===== config.mk =====
export PLATFORM = sky130hd
export DESIGN_NAME = issue_scheduler
export DESIGN_NICKNAME = d
export VERILOG_FILES = /design/src/rtl/tomasulo_pkg.sv /design/src/rtl/free_slot_picker.sv /design/src/rtl/issue_scheduler.sv
export SDC_FILE = /design/constraint.sdc
export NUM_CORES = 1
export LEC_CHECK = 0
export BUFFER_PORTS_ARGS = -buffer_cell sky130_fd_sc_hd__buf_2
export CAP_MARGIN = 25
export CORE_MARGIN = 5
export CORE_UTILIZATION = 50
export CTS_CLUSTER_SIZE = 25
export DETAILED_ROUTE_END_ITERATION = 10
export HOLD_SLACK_MARGIN = 0.03
export PLACE_DENSITY_LB_ADDON = 0.08
export SLEW_MARGIN = 15
export SYNTH_ARGS = -nofsm -noshare
export SYNTH_HDL_FRONTEND = slang
export SYNTH_HIERARCHICAL = 1
export SYNTH_SLANG_ARGS = --single-unit
export TNS_END_PERCENT = 5

===== constraint.sdc =====
create_clock -name clock -period 2.2 [get_ports clock]
set_input_delay 0.55 -clock clock [delete_from_list [all_inputs] [get_ports clock]]
set_output_delay 0.55 -clock clock [all_outputs]
set_load 0.01 [all_outputs]

===== src/rtl/tomasulo_pkg.sv =====
// Shared Tomasulo definitions: opcodes, the "no producer" tag, RS classes and default sizes.
package tomasulo_pkg;

  localparam logic [2:0] OP_ADD = 3'b000;
  localparam logic [2:0] OP_SUB = 3'b001;
  localparam logic [2:0] OP_LD  = 3'b010;
  localparam logic [2:0] OP_SD  = 3'b011;

  localparam int TAG_NONE = 0;
  localparam int N_REGS   = 8;

  localparam int D_N_ADD = 3;
  localparam int D_N_MEM = 2;
  localparam int D_TAG_W = 3;

  typedef enum logic {CLS_ADD, CLS_MEM} cls_e;

  function automatic logic op_legal(input logic [2:0] op);
    return ~op[2];
  endfunction

  function automatic cls_e op_class(input logic [2:0] op);
    return op[1] ? CLS_MEM : CLS_ADD;
  endfunction

endpackage


===== src/rtl/free_slot_picker.sv =====
// Lowest-index priority encoder over a busy vector: reports whether any slot is free and which.
module free_slot_picker #(
  parameter int N  = 3,
  parameter int IW = (N > 1) ? $clog2(N) : 1
) (
  input  logic [N-1:0]  i_busy,
  output logic          o_found,
  output logic [IW-1:0] o_idx
);

  // Scan downward so the last hit, i.e. the lowest free index, wins.
  always_comb begin
    o_found = 1'b0;
    o_idx   = '0;
    for (int i = N - 1; i >= 0; i--) begin
      if (!i_busy[i]) begin
        o_found = 1'b1;
        o_idx   = IW'(i);
      end
    end
  end

endmodule


===== src/rtl/issue_scheduler.sv =====
// Tomasulo issue stage: allocates adder/mem RS entries, renames through Qi, frees on CDB/store done.
// Optional macro STALL_COUNT_EN adds a saturating stall_cycles counter output.
module issue_scheduler
  import tomasulo_pkg::*;
#(
  parameter int N_ADD = D_N_ADD,
  parameter int N_MEM = D_N_MEM,
  parameter int TAG_W = D_TAG_W
) (
  input  logic             clock,
  input  logic             reset,
  input  logic             instr_valid,
  input  logic [2:0]       opcode,
  input  logic [2:0]       RX,
  input  logic [2:0]       RY,
  input  logic [2:0]       RZ,
  input  logic [3:0]       immediate,
  output logic             stall,
  input  logic             cdb_valid,
  input  logic [TAG_W-1:0] cdb_tag,
  input  logic             st_done_valid,
  input  logic [TAG_W-1:0] st_done_tag,
  output logic             issue_valid,
  output logic [TAG_W-1:0] issue_tag,
  output logic [2:0]       issue_op,
  output logic [TAG_W-1:0] issue_qj,
  output logic [TAG_W-1:0] issue_qk,
  output logic [2:0]       issue_rj,
  output logic [2:0]       issue_rk,
  output logic [3:0]       issue_imm,
  output logic             illegal_op
`ifdef STALL_COUNT_EN
  ,
  output logic [15:0]      stall_cycles
`endif
);

  localparam int N_ENT = N_ADD + N_MEM;
  localparam int AIW   = (N_ADD > 1) ? $clog2(N_ADD) : 1;
  localparam int MIW   = (N_MEM > 1) ? $clog2(N_MEM) : 1;

  typedef struct packed {
    logic [2:0]       op;
    logic [TAG_W-1:0] tag;
    logic [TAG_W-1:0] qj;
    logic [TAG_W-1:0] qk;
    logic [2:0]       rj;
    logic [2:0]       rk;
    logic [3:0]       imm;
  } issue_t;

  logic [N_ENT-1:0]                r_busy;
  logic [N_REGS-1:0][TAG_W-1:0]    r_qi;
  issue_t                          r_iss;
  logic                            r_iss_vld;
  logic                            r_ill;

  logic                            w_add_found, w_mem_found, w_found;
  logic [AIW-1:0]                  w_add_idx;
  logic [MIW-1:0]                  w_mem_idx;
  logic                            w_legal, w_fire, w_renames, w_cdb_ok;
  cls_e                            w_cls;
  logic [TAG_W-1:0]                w_tag;
  logic [N_ENT-1:0]                w_cdb_clr, w_st_clr, w_set;
  logic [N_REGS-1:0][TAG_W-1:0]    w_qi_nxt;
  issue_t                          w_iss;

  free_slot_picker #(.N(N_ADD), .IW(AIW)) u_add_pick (
    .i_busy  (r_busy[N_ADD-1:0]),
    .o_found (w_add_found),
    .o_idx   (w_add_idx)
  );

  free_slot_picker #(.N(N_MEM), .IW(MIW)) u_mem_pick (
    .i_busy  (r_busy[N_ENT-1:N_ADD]),
    .o_found (w_mem_found),
    .o_idx   (w_mem_idx)
  );

  // A producer finishing this cycle makes its operand ready: read the register file instead.
  function automatic logic [TAG_W-1:0] fwd(input logic [TAG_W-1:0] q, input logic hit,
                                           input logic [TAG_W-1:0] tag);
    return (hit && q == tag) ? TAG_W'(TAG_NONE) : q;
  endfunction

  assign w_legal   = op_legal(opcode);
  assign w_cls     = op_class(opcode);
  assign w_found   = (w_cls == CLS_MEM) ? w_mem_found : w_add_found;
  assign stall     = instr_valid & w_legal & ~w_found;
  assign w_fire    = instr_valid & w_legal & w_found;
  assign w_renames = w_fire & (opcode != OP_SD);
  assign w_tag     = (w_cls == CLS_MEM) ? TAG_W'(N_ADD + 1) + TAG_W'(w_mem_idx)
                                        : TAG_W'(1) + TAG_W'(w_add_idx);

  // Tag 0, out-of-range tags and tags of idle entries decode to no hit and are ignored.
  always_comb begin
    w_cdb_clr = '0;
    w_st_clr  = '0;
    w_set     = '0;
    for (int i = 0; i < N_ENT; i++) begin
      w_cdb_clr[i] = cdb_valid && (cdb_tag == TAG_W'(i + 1)) && r_busy[i];
      w_st_clr[i]  = st_done_valid && (st_done_tag == TAG_W'(i + 1)) && r_busy[i];
      w_set[i]     = w_fire && (w_tag == TAG_W'(i + 1));
    end
  end

  assign w_cdb_ok = |w_cdb_clr;

  always_comb begin
    w_iss     = '0;
    w_iss.op  = opcode;
    w_iss.tag = w_tag;
    w_iss.imm = immediate;
    w_iss.rj  = RY;
    w_iss.qj  = fwd(r_qi[RY], w_cdb_ok, cdb_tag);
    case (opcode)
      OP_LD:   w_iss.rk = 3'd0;
      OP_SD:   w_iss.rk = RX;
      default: w_iss.rk = RZ;
    endcase
    w_iss.qk  = (opcode == OP_LD) ? TAG_W'(TAG_NONE) : fwd(r_qi[w_iss.rk], w_cdb_ok, cdb_tag);
  end

  // Broadcast clears first; the rename write then overrides its own destination.
  always_comb begin
    w_qi_nxt = r_qi;
    for (int r = 0; r < N_REGS; r++)
      if (w_cdb_ok && r_qi[r] == cdb_tag) w_qi_nxt[r] = TAG_W'(TAG_NONE);
    if (w_renames) w_qi_nxt[RX] = w_tag;
  end

  always_ff @(posedge clock) begin
    if (reset) begin
      r_busy    <= '0;
      r_qi      <= '0;
      r_iss     <= '0;
      r_iss_vld <= 1'b0;
      r_ill     <= 1'b0;
    end else begin
      r_busy    <= (r_busy & ~w_cdb_clr & ~w_st_clr) | w_set;
      r_qi      <= w_qi_nxt;
      r_iss_vld <= w_fire;
      r_ill     <= instr_valid & ~w_legal;
      if (w_fire) r_iss <= w_iss;
    end
  end

  assign issue_valid = r_iss_vld;
  assign issue_tag   = r_iss.tag;
  assign issue_op    = r_iss.op;
  assign issue_qj    = r_iss.qj;
  assign issue_qk    = r_iss.qk;
  assign issue_rj    = r_iss.rj;
  assign issue_rk    = r_iss.rk;
  assign issue_imm   = r_iss.imm;
  assign illegal_op  = r_ill;

`ifdef STALL_COUNT_EN
  logic [15:0] r_stall_cnt;

  always_ff @(posedge clock) begin
    if (reset)                              r_stall_cnt <= '0;
    else if (stall && r_stall_cnt != 16'hFFFF) r_stall_cnt <= r_stall_cnt + 16'd1;
  end

  assign stall_cycles = r_stall_cnt;
`endif

endmodule


==> flow_summary_export.csv, run 1 <==
group,metric,value,unit
timing,slew_headroom,65.5,%
synth,synth_compound_area_share,19.4,%
synth,synth-seq-cells,53,
clock_tree,cts_tree,"yes",
global_route,grt_pass1_vias,2785,
detailed_routing,route.detailed.drc,0,
worst_setup_path,worstRegToRegCells,8,
synth,syn_inst,367,
global_route,grt.total_usage,22.6,%
pwr,cellPowerDensity,502,nW/um^2
synth,synth_edf_count,0,
worst_setup_path,arrival,2.44,ns
worst_setup_path,critPathSlowestCell,"and4b_4",
detailed_routing,antenna_left,0,
timing,rsz0062_at_grt,"true",
synth,synth_top_area_share,34.6,%
run,cap_violations,0,
detailed_routing,first_pass_iters,4,
die,start_util,51.4,%
worst_setup_path,startpoint_type,"input port",
synth,ys_warn_count,6,
finish,drive_above_1_share,36.5,%
worst_setup_path,crit_cells,11,
worst_setup_path,timing.rr.start,"r_qi[18]",
finish,antenna_cells,0,
clock_tree,cts_buffers,5,
synth,synth_top_family_by_area,"simple AND/OR/NAND/NOR gates",
worst_setup_path,worst_ep_required_time,2.41,ns
synth,netlist_area,3060,um^2
synth,synth_simple_gate_area_share,22.7,%
placement,dp_hpwl,6550,um
worst_setup_path,cp_max_fo,9,
synth,muxShareOfSynthArea,8.25,%
synth,avgSynthCellArea,8.35,um^2
timing,final.setup.tns,-0.0563,ns
synth,synth-async-reset-ratio,0,%
detailed_routing,route.top_layer_used,"met4",
clock_tree,cts_buffer_depth,2,
global_route,grt_max_degree,27,
synth,yosysMostFrequentCell,"nor2_1",
worst_setup_path,cp_slowest_stage_delay,0.35,ns
run_status,violations,"negative setup slack",
detailed_routing,wl_met3,706,um
synth,netlist_top_cells_count,"nor2_1 (56), dfxtp_1 (53), nand2_1 (34), a22oi_1 (25), xor2_1 (24)",
timing,hold_viol_final,0,
timing,fin_worst_skew,0.00396,ns
detailed_routing,vias,3097,
synth,synth_top_area_cell,"dfxtp_1",
detailed_routing,drt_wl_total,9930,um
pwr,power.leakage,0.00169,uW
worst_setup_path,r2r_setup_slack,0.12,ns
finish,fin_nets,484,
timing,fin_crit_sh,101,%
timing,fin_ws,-0.0298,ns
synth,ys_seq_area_share,34.6,%
detailed_routing,drt_iter0_drc,257,
synth,synth_xor_area_share,8.29,%
worst_setup_path,cp_top_family,"buffers and inverters",
worst_setup_path,crit_buf_inv,4,
run_status,status,"complete, but fails checks",
clock_tree,clk_pin_slew,0.09,ns
global_route,grt_antenna_before_repair,0,
timing,finalCriticalPeriod,2.23,ns
worst_setup_path,cp-endpoint,"issue_qk[2]",
worst_setup_path,cp_cell_sequence,"buf_2, and4b_4, buf_8, buf_6, a211oi_4, a2111oi_4, nor4_2, buf_4, xnor2_4, a31oi_2, a21o_1",
die,core-area,5960,um^2
die,die_y,88.3,um
timing,setup_viol,3,
clock_tree,cts.sinks,53,
clock_tree,insertion_delay,0.30,ns
global_route,gr-total-overflow,0,
placement,place_inst,515,
worst_setup_path,worst_r2r_endpoint,"issue_qk[0]",
die,rows,28,
synth,synthAdderAreaFrac,0.408,%
worst_hold_path,min_path_type,"flip-flop to flip-flop",
worst_setup_path,crit_path_start,"opcode[2]",
die,boundaryPins,52,
finish,synthToLayoutAreaGrowth,40.9,%
global_route,grt_pass1_wl,13800,um
synth,synth_nets,395,
timing,slew_violations,0,
finish,final_cells,532,
timing,fmaxAchievable,448,MHz
timing,worst_slew_pin_slew,0.516,ns
clock_tree,cts-root-buf,"clkbuf_8",
die,die_area,7790,um^2
worst_setup_path,endpoint_kind,"flip-flop",
clock_tree,h-tree-depth,2,
placement,gp_routability_congestion,0.884,
detailed_routing,routed_via_density,5.82,
placement,io_buffers,51,
detailed_routing,avgRoutedWirePerCell,18.7,um
pwr,ir_drop,0.287,mV
synth,ys.flop_type,"dfxtp_1",
detailed_routing,wl_met2,4800,um
synth,ys_types,45,
die,die_x,88.3,um
worst_setup_path,crit_type,"input port to flip-flop",
detailed_routing,wl_met1,4120,um
synth,synth_area_leaders,"dfxtp_1 (35%), nor2_1 (6.9%), xor2_1 (6.9%)",
-- where the power goes --
group / total (uW) / internal (uW) / switching, uW
Clock: 683 / 371 / 312
Combinational: 490 / 221 / 269
Sequential: 994 / 980 / 14.5
Total: 2170 / 1570 / 595
-- logic make-up (layout without fill, tap and decap cells) --
kind of cell	count (synthesis)	count (layout)
compound gates	82	82
xor+xnor	29	29
fa+ha+maj	1	1
buf+inv	43	132
flops	53	53
mux	17	17
simple gates	142	143
-- per-stage QoR --
step / cell area, um^2 / power (uW) / hold slack, ns / setup WS (ns) / utilization, %
floorplan: 3090 / 1220 / 0.479 / -0.0503 / -
global placement: 3690 / 1360 / 0.439 / -0.345 / 62.0
detailed placement: 3690 / 1370 / 0.437 / -0.384 / 62.0
CTS: 3880 / 2060 / 0.459 / -0.00118 / 65.2
global route: 4320 / 2260 / 0.468 / -0.102 / 72.5
finish: 4320 / 2170 / 0.458 / -0.0298 / 72.5
-- timing repair --
item | 4_1_cts | 5_1_grt
endpoints found under the setup margin | 3 | 5
pin swaps | 7 | 13
hold buffers | 0 | 0
cloned | 1 | 0
resized for setup | 11 | 59
buffers inserted | 2 | 6
-- final cells by class --
cell class	count	area, um^2
Clock buffer	7	86.3
Inverter	16	60.1
Tap cell	75	93.8
Fill cell	445	1640
Sequential cell	53	1060
Timing Repair Buffer	108	723
Clock inverter	1	30.0
Multi-Input combinational cell	272	2260
-- routing by layer --
layer  vias up  global-route usage [%]
met5         -                       0
met4         0                    5.77
met3        24                    3.35
met2       115                    37.8
met1      1473                    30.7
li1       1485                       -
-- how the worst min path moves through the flow --
| stage | startpoint | end | slack [ns] | cells after the start |
|---|---|---|---|---|
| 6_report | issue_qj[2] | issue_qj[2] | 0.46 | 2 |
| 5_1_grt | instr_valid | illegal_op | 0.47 | 3 |
| 3_5_place_dp | issue_qk[1] | issue_qk[1] | 0.44 | 1 |
| 4_1_cts | issue_qk[1] | issue_qk[1] | 0.46 | 1 |
| 2_1_floorplan | r_busy[3] | r_busy[3] | 0.48 | 2 |
| 3_3_place_gp | issue_imm[2] | issue_imm[2] | 0.44 | 2 |
-- placed cells by master (no fill, tap or decap), types with 2 or more instances in the layout --
| cell type | instances |
|---|---|
| nor4_2 | 4 |
| nand3b_1 | 6 |
| a21oi_1 | 17 |
| xnor2_1 | 3 |
| mux2_4 | 3 |
| clkbuf_8 | 6 |
| o221ai_1 | 2 |
| buf_4 | 52 |
| nor3_1 | 7 |
| a21o_1 | 3 |
| or3_1 | 3 |
| buf_6 | 2 |
| a211oi_2 | 4 |
| dfxtp_1 | 53 |
| xor2_1 | 24 |
| nand2_1 | 32 |
| buf_2 | 51 |
| a31oi_1 | 2 |
| a211oi_1 | 4 |
| inv_1 | 16 |
| mux4_2 | 6 |
| nand2_2 | 2 |
| nor2_1 | 56 |
| mux2i_1 | 6 |
| a2111oi_4 | 11 |
| a22oi_1 | 25 |
| nand2b_1 | 7 |
| nor2b_1 | 4 |
| buf_12 | 2 |
| nor4_1 | 8 |
| a211oi_4 | 7 |
| nand3_1 | 2 |
| nand2b_4 | 2 |
| mux2i_4 | 2 |
| xnor2_4 | 2 |
-- state kept, by name, indices dropped and copies added, names as in the netlist --
signal and count:
illegal_op 1, issue_imm 4, issue_op 3, issue_qj 3
issue_qk 3, issue_rj 3, issue_rk 3, issue_tag 3
issue_valid 1, r_busy 5, r_qi 24
-- worst min-delay path, cell delays in order (launching register included) --
cell and delay [ns]:
dfxtp_1 0.32, nand2_1 0.05, a21oi_1 0.05
(Power assumes the default switching activity.)
==> inputs of run 2 (changes only) <==
--- a/config.mk
+++ b/config.mk
@@ -16,6 +16,5 @@
 export SLEW_MARGIN = 15
 export SYNTH_ARGS = -nofsm -noshare
 export SYNTH_HDL_FRONTEND = slang
-export SYNTH_HIERARCHICAL = 1
 export SYNTH_SLANG_ARGS = --single-unit
 export TNS_END_PERCENT = 5
==> run 2 against run 1 <==
  * The flow still finishes with violations (negative setup slack)
  * Via count grew 5.8%
  * Power is 4.7% lower
  * Sequential power grew 0.4%
  * Largest cell class unchanged
  * Wire length rose by 3.3%
  * Critical path depth shrank 2
  * Sequential cell count stayed put
  * Clock power fell by 13%
  * Die area up 2.2%
  * Combinational power shrank 4%
  * Highest routed layer unchanged
  * Non-clock buffer count shrank 10
==> flow_summary_export.csv, run 2 <==
group,metric,value,unit
run_status,status,"complete, but fails checks",
run_status,violations,"negative setup slack",
die,core-area,6030,um^2
worst_hold_path,hold_path_startpoint,"issue_rj[2]",
timing,fin_crit_sh,102,%
worst_hold_path,min_path_type,"flip-flop to flip-flop",
global_route,grt_max_degree,35,
synth,synth_nets,419,
global_route,grt_antenna_before_repair,0,
pwr,ir_drop,0.267,mV
finish,largest_register_ffs,24,
clock_tree,cts_buffers,5,
timing,slew_violations,0,
timing,hold_viol_final,0,
finish,regArea,1060,um^2
synth,synth-async-reset-ratio,0,%
timing,fin_ws,-0.0437,ns
global_route,grt_pass1_wl,15800,um
die,die_y,89.3,um
timing,whs,0.456,ns
finish,top_register,"r_qi",
die,start_util,52.1,%
synth,avgSynthCellArea,8.03,um^2
placement,dp_hpwl,7200,um
detailed_routing,routed_via_density,6.04,
detailed_routing,first_pass_iters,4,
detailed_routing,drt_wl_total,10300,um
die,boundaryPins,52,
clock_tree,cts_tree,"yes",
timing,worst_slew_pin_slew,0.602,ns
clock_tree,cts_buffer_depth,2,
global_route,grt.total_usage,25.8,%
synth,ys.flop_type,"dfxtp_1",
finish,multi_input_area,2230,um^2
finish,utilization,69.1,%
finish,fillCellCount,528,
global_route,gr-total-overflow,0,
synth,syn_inst,391,
worst_setup_path,crit_path_start,"opcode[1]",
synth,synth_top_area_cell,"dfxtp_1",
run,cap_violations,0,
placement,io_buffers,51,
timing,rsz0062_at_grt,"true",
detailed_routing,route.detailed.drc,0,
worst_setup_path,startpoint_type,"input port",
timing,fin_worst_skew,0.00594,ns
worst_setup_path,endpoint_kind,"flip-flop",
worst_setup_path,arrival,2.47,ns
timing,setup_viol,2,
synth,ys_seq_area_share,33.8,%
detailed_routing,drt_iter0_drc,282,
clock_tree,h-tree-depth,2,
detailed_routing,antenna_left,0,
synth,synth_area_leaders,"dfxtp_1 (34%), xnor2_1 (7.3%), nand2_1 (6.2%)",
timing,slew_headroom,59.6,%
synth,synth_edf_count,0,
clock_tree,cts_hold_buf,0,
finish,antenna_cells,0,
detailed_routing,vias,3278,
synth,synth-seq-cells,53,
detailed_routing,avgRoutedWirePerCell,18.9,um
worst_setup_path,crit_type,"input port to flip-flop",
timing,fmaxAchievable,446,MHz
clock_tree,insertion_delay,0.31,ns
clock_tree,clk_pin_slew,0.11,ns
finish,final_cell_mix,"dfxtp_1 (53), nand2_1 (52), buf_2 (50), buf_4 (45), a21oi_1 (37)",
synth,ys_types,49,
finish,fin_nets,495,
clock_tree,cts-root-buf,"clkbuf_8",
die,die_area,7970,um^2
synth,synth_top_area_share,33.8,%
finish,synthToLayoutAreaGrowth,32.5,%
global_route,grt_pass1_vias,3073,
worst_setup_path,cp_max_fo,12,
worst_setup_path,timing.rr.start,"r_qi[1]",
die,rows,28,
pwr,power.leakage,0.00151,uW
timing,finalCriticalPeriod,2.24,ns
worst_setup_path,worst_ep_required_time,2.42,ns
clock_tree,cts.sinks,53,
pwr,cellPowerDensity,496,nW/um^2
synth,netlist_top_cells_count,"dfxtp_1 (53), nand2_1 (52), a21oi_1 (37), nor2_1 (35), xnor2_1 (26)",
die,die_x,89.3,um
synth,yosysMostFrequentCell,"dfxtp_1",
synth,ys_warn_count,0,
finish,final_common_cell,"dfxtp_1",
finish,drive_above_1_share,31.6,%
synth,netlist_area,3140,um^2
placement,gp_routability_congestion,0.894,
==> run 2: cell count changes after synthesis, moves of 6 or more <==
cell / delta
a21oi_1: +20
a31oi_1: +6
nand2_1: +18
xnor2_1: +21
nor4_1: -9
nor2_1: -21
nand3_1: +22
a22oi_1: -25
nand4_1: +10
xor2_1: -21
==> run 2: metrics by stage <==
stage / cells / total power (uW) / setup slack [ns] / setup TNS (ns) / area [um^2]
2_1_floorplan: 391 / 1240 / -0.0621 / -0.227 / 3170
3_3_place_gp: 527 / 1380 / -0.382 / -1.30 / 3680
3_5_place_dp: 527 / 1380 / -0.417 / -1.47 / 3680
4_1_cts: 537 / 1990 / 0.00454 / 0 / 3860
5_1_grt: 543 / 2150 / -0.151 / -0.364 / 4160
6_report: 543 / 2070 / -0.0437 / -0.0854 / 4160
==> run 2: worst max-delay path, stage by stage <==
cell and delay, ns:
buf_2 0.13, and4b_4 0.20, buf_4 0.20, a211oi_1 0.54
a2111oi_4 0.07, nor4_4 0.34, xnor2_2 0.16, a31oi_1 0.11
a21o_1 0.16
==> run 2: path summary, 6_finish.rpt <==
check | end | slack (ns) | depth (start not counted)
worst min-delay path | issue_rj[2] | 0.46 | 2
worst min register to register | issue_rj[2] | 0.46 | 2
worst max-delay path | issue_qk[1] | -0.04 | 9
worst max register to register | issue_qk[2] | 0.23 | 7
==> run 2: logic make-up (layout without fill, tap and decap cells) <==
family | count (synthesis) | after routing | synth area share [%]
adders and majority gates | 1 | 1 | 0.398
AOI/OAI and AO/OA | 90 | 90 | 19.0
DFF | 53 | 53 | 33.8
xor gates and xnor gates | 29 | 29 | 8.09
muxes | 16 | 16 | 7.93
buffers and inverters | 44 | 121 | 6.26
and+or+nand+nor | 158 | 158 | 24.5
==> run 2: what timing repair did <==
action	4_1_cts	5_1_grt
setup endpoints to repair	3	3
pin swaps	2	7
gates resized for setup	19	32
setup buffers	2	6
==> run 2: layout make-up <==
class / count / area share [%]
Clock buffer: 5 / 1.65
Clock inverter: 3 / 0.631
Inverter: 15 / 1.35
Multi-Input combinational cell: 294 / 53.7
Sequential cell: 53 / 25.5
Tap cell: 75 / 2.25
Timing Repair Buffer: 98 / 14.9
==> run 2: where the power goes <==
| group | switching, uW | internal (uW) | total [uW] |
|---|---|---|---|
| clock network | 364 | 232 | 597 |
| logic | 265 | 207 | 472 |
| registers | 16.1 | 981 | 998 |
==> run 2: per-layer routing <==
metal / share of wire [%] / vias up / global-route usage (%)
met5: 0 / - / 0
met4: 2.7 / 0 / 9.88
met3: 7.5 / 27 / 5.16
met2: 49 / 135 / 43.5
met1: 41 / 1556 / 32.5
li1: - / 1560 / -
==> inputs of run 3 (changes only) <==
--- a/config.mk
+++ b/config.mk
@@ -5,14 +5,15 @@
 export SDC_FILE = /design/constraint.sdc
 export NUM_CORES = 1
 export LEC_CHECK = 0
-export BUFFER_PORTS_ARGS = -buffer_cell sky130_fd_sc_hd__buf_2
 export CAP_MARGIN = 25
 export CORE_MARGIN = 5
 export CORE_UTILIZATION = 50
 export CTS_CLUSTER_SIZE = 25
 export DETAILED_ROUTE_END_ITERATION = 10
+export DONT_BUFFER_PORTS = 1
 export HOLD_SLACK_MARGIN = 0.03
 export PLACE_DENSITY_LB_ADDON = 0.08
+export REMOVE_ABC_BUFFERS = 1
 export SLEW_MARGIN = 15
 export SYNTH_ARGS = -nofsm -noshare
 export SYNTH_HDL_FRONTEND = slang
==> run 3 against run 2 <==
  * The flow now finishes without violations
  * Maximum frequency grew 5.2%
  * Via count fell by 13%
  * Critical path depth fell by 1
  * Clock-buffer cell count unchanged
  * Clock skew is essentially flat
  * Final area is 18% lower
  * Hold slack got worse by 0.17 ns
  * Die area is the same
  * Critical path type unchanged
==> flow_summary_export.csv, run 3 (same netlist as run 2, synthesis figures left out) <==
group,metric,value,unit
run_status,status,"finished, final reports clean",
detailed_routing,routed_via_density,6.09,
timing,fmaxAchievable,469,MHz
die,boundaryPins,52,
pwr,ir_drop,0.330,mV
timing,slew_violations,0,
detailed_routing,avgRoutedWirePerCell,18.1,um
detailed_routing,first_pass_iters,4,
pwr,power.leakage,0.00110,uW
finish,largest_register_ffs,24,
worst_hold_path,whs_path_depth,1,
placement,gp_routability_congestion,0.933,
die,core-area,6030,um^2
pwr,cellPowerDensity,538,nW/um^2
finish,fin_nets,418,
die,start_util,52.1,%
worst_setup_path,critPathSlowestCell,"a2111oi_0",
timing,finalCriticalPeriod,2.13,ns
detailed_routing,vias,2840,
finish,utilization,56.5,%
worst_setup_path,cp_slowest_stage_delay,0.51,ns
detailed_routing,drt_iter0_drc,120,
die,die_y,89.3,um
timing,worst_slew_pin_slew,0.534,ns
worst_setup_path,endpoint_kind,"flip-flop",
timing,slew_headroom,63.5,%
finish,final_cell_mix,"dfxtp_1 (53), nand2_1 (52), a21oi_1 (37), nor2_1 (35), xnor2_1 (26)",
clock_tree,cts_tree,"yes",
placement,dp_hpwl,6160,um
run,cap_violations,0,
die,die_area,7970,um^2
finish,fillCellCount,571,
timing,fin_crit_sh,96.9,%
global_route,grt.total_usage,22.6,%
worst_hold_path,min_path_type,"input port to flip-flop",
finish,synthToLayoutAreaGrowth,8.41,%
global_route,grt_pass1_wl,13600,um
clock_tree,cts_buffer_depth,2,
timing,fin_worst_skew,0.00569,ns
timing,hold_viol_final,0,
global_route,grt_antenna_before_repair,0,
die,die_x,89.3,um
clock_tree,h-tree-depth,2,
worst_setup_path,crit_type,"input port to flip-flop",
clock_tree,insertion_delay,0.32,ns
placement,io_buffers,0,
worst_setup_path,cp_cell_sequence,"nand2b_1, buf_12, mux2_4, a2111oi_0, nor4_1, xnor2_1, a31oi_1, a21o_1",
global_route,grt_max_degree,53,
clock_tree,cts-root-buf,"clkbuf_8",
detailed_routing,route.detailed.drc,0,
detailed_routing,drt_wl_total,8430,um
detailed_routing,antenna_left,0,
global_route,gr-total-overflow,0,
worst_setup_path,worstRegToRegCells,7,
worst_setup_path,arrival,2.37,ns
finish,drive_above_1_share,12.8,%
die,rows,28,
worst_setup_path,startpoint_type,"input port",
finish,antenna_cells,0,
clock_tree,cts.sinks,53,
timing,final.setup.tns,0,ns
finish,top_register,"r_qi",
clock_tree,cts_buffers,5,
global_route,grt_pass1_vias,2627,
clock_tree,clk_pin_slew,0.10,ns
worst_setup_path,cp_max_fo,13,
timing,setup_viol,0,
finish,final_common_cell,"dfxtp_1",
worst_setup_path,worst_ep_required_time,2.43,ns
-- run 3: cell types whose count changed in the layout (fill, tap and decap cells not counted), sizes merged --
cell | before | now
inv | 16 | 17
buf | 98 | 21
clkinvlp | 2 | 1
-- run 3: final cells by class --
| class | count | area [um^2] | share of cell area, % |
|---|---|---|---|
| well taps | 75 | 93.8 | 2.76 |
| clock inverters | 3 | 25.0 | 0.735 |
| inverters | 15 | 56.3 | 1.65 |
| multi-input cells | 294 | 1930 | 56.7 |
| flip-flops and latches | 53 | 1060 | 31.2 |
| clock buffers | 5 | 68.8 | 2.02 |
| repair buffers | 21 | 170 | 5.00 |
-- run 3: power by group --
part	switching, uW	leakage [uW]	internal, uW
combinational	112	0.000623	116
sequential	26.3	0.000430	982
clock	363	0.0000452	233
-- run 3: per-stage QoR --
step / worst slack (ns) / instance area (um^2) / total power [uW] / cells / hold slack, ns
2_1_floorplan: -0.440 / 3000 / 1180 / 362 / 0.452
3_3_place_gp: -0.255 / 3270 / 1240 / 457 / 0.478
3_5_place_dp: -0.309 / 3270 / 1250 / 457 / 0.484
4_1_cts: 0.0352 / 3360 / 1840 / 465 / 0.275
5_1_grt: -0.00765 / 3400 / 1920 / 466 / 0.271
6_report: 0.0673 / 3400 / 1830 / 466 / 0.291
-- run 3: worst paths after layout --
kind / from / to / slack (ns)
setup / recovery: opcode[2] / issue_qk[1] / 0.07
hold / removal: reset / r_busy[2] / 0.29
setup reg to reg: r_qi[19] / issue_qk[0] / 0.25
hold reg to reg: r_busy[2] / r_busy[2] / 0.50
-- run 3: what timing repair did --
item                       in CTS  in global routing
hold buffers                    0                  0
buffers inserted                0                  1
gates resized for setup         0                  9
setup endpoints to repair       0                  3
-- run 3: metal layers --
| layer | vias up | global-route usage, % | wire, um |
|---|---|---|---|
| met3 | 20 | 4.24 | 668 |
| li1 | 1407 | - | - |
| met2 | 81 | 36.1 | 3910 |
| met1 | 1332 | 30.4 | 3660 |
| met4 | 0 | 8.39 | 189 |
| met5 | - | 0 | 0 |
-- run 3: critical path, delay by kind of cell --
| kind | cells | cell delay [ns] |
|---|---|---|
| compound gates | 3 | 0.78 |
| mux | 1 | 0.35 |
| simple gates | 2 | 0.32 |
| xor+xnor | 1 | 0.21 |
| buf+inv | 1 | 0.16 |
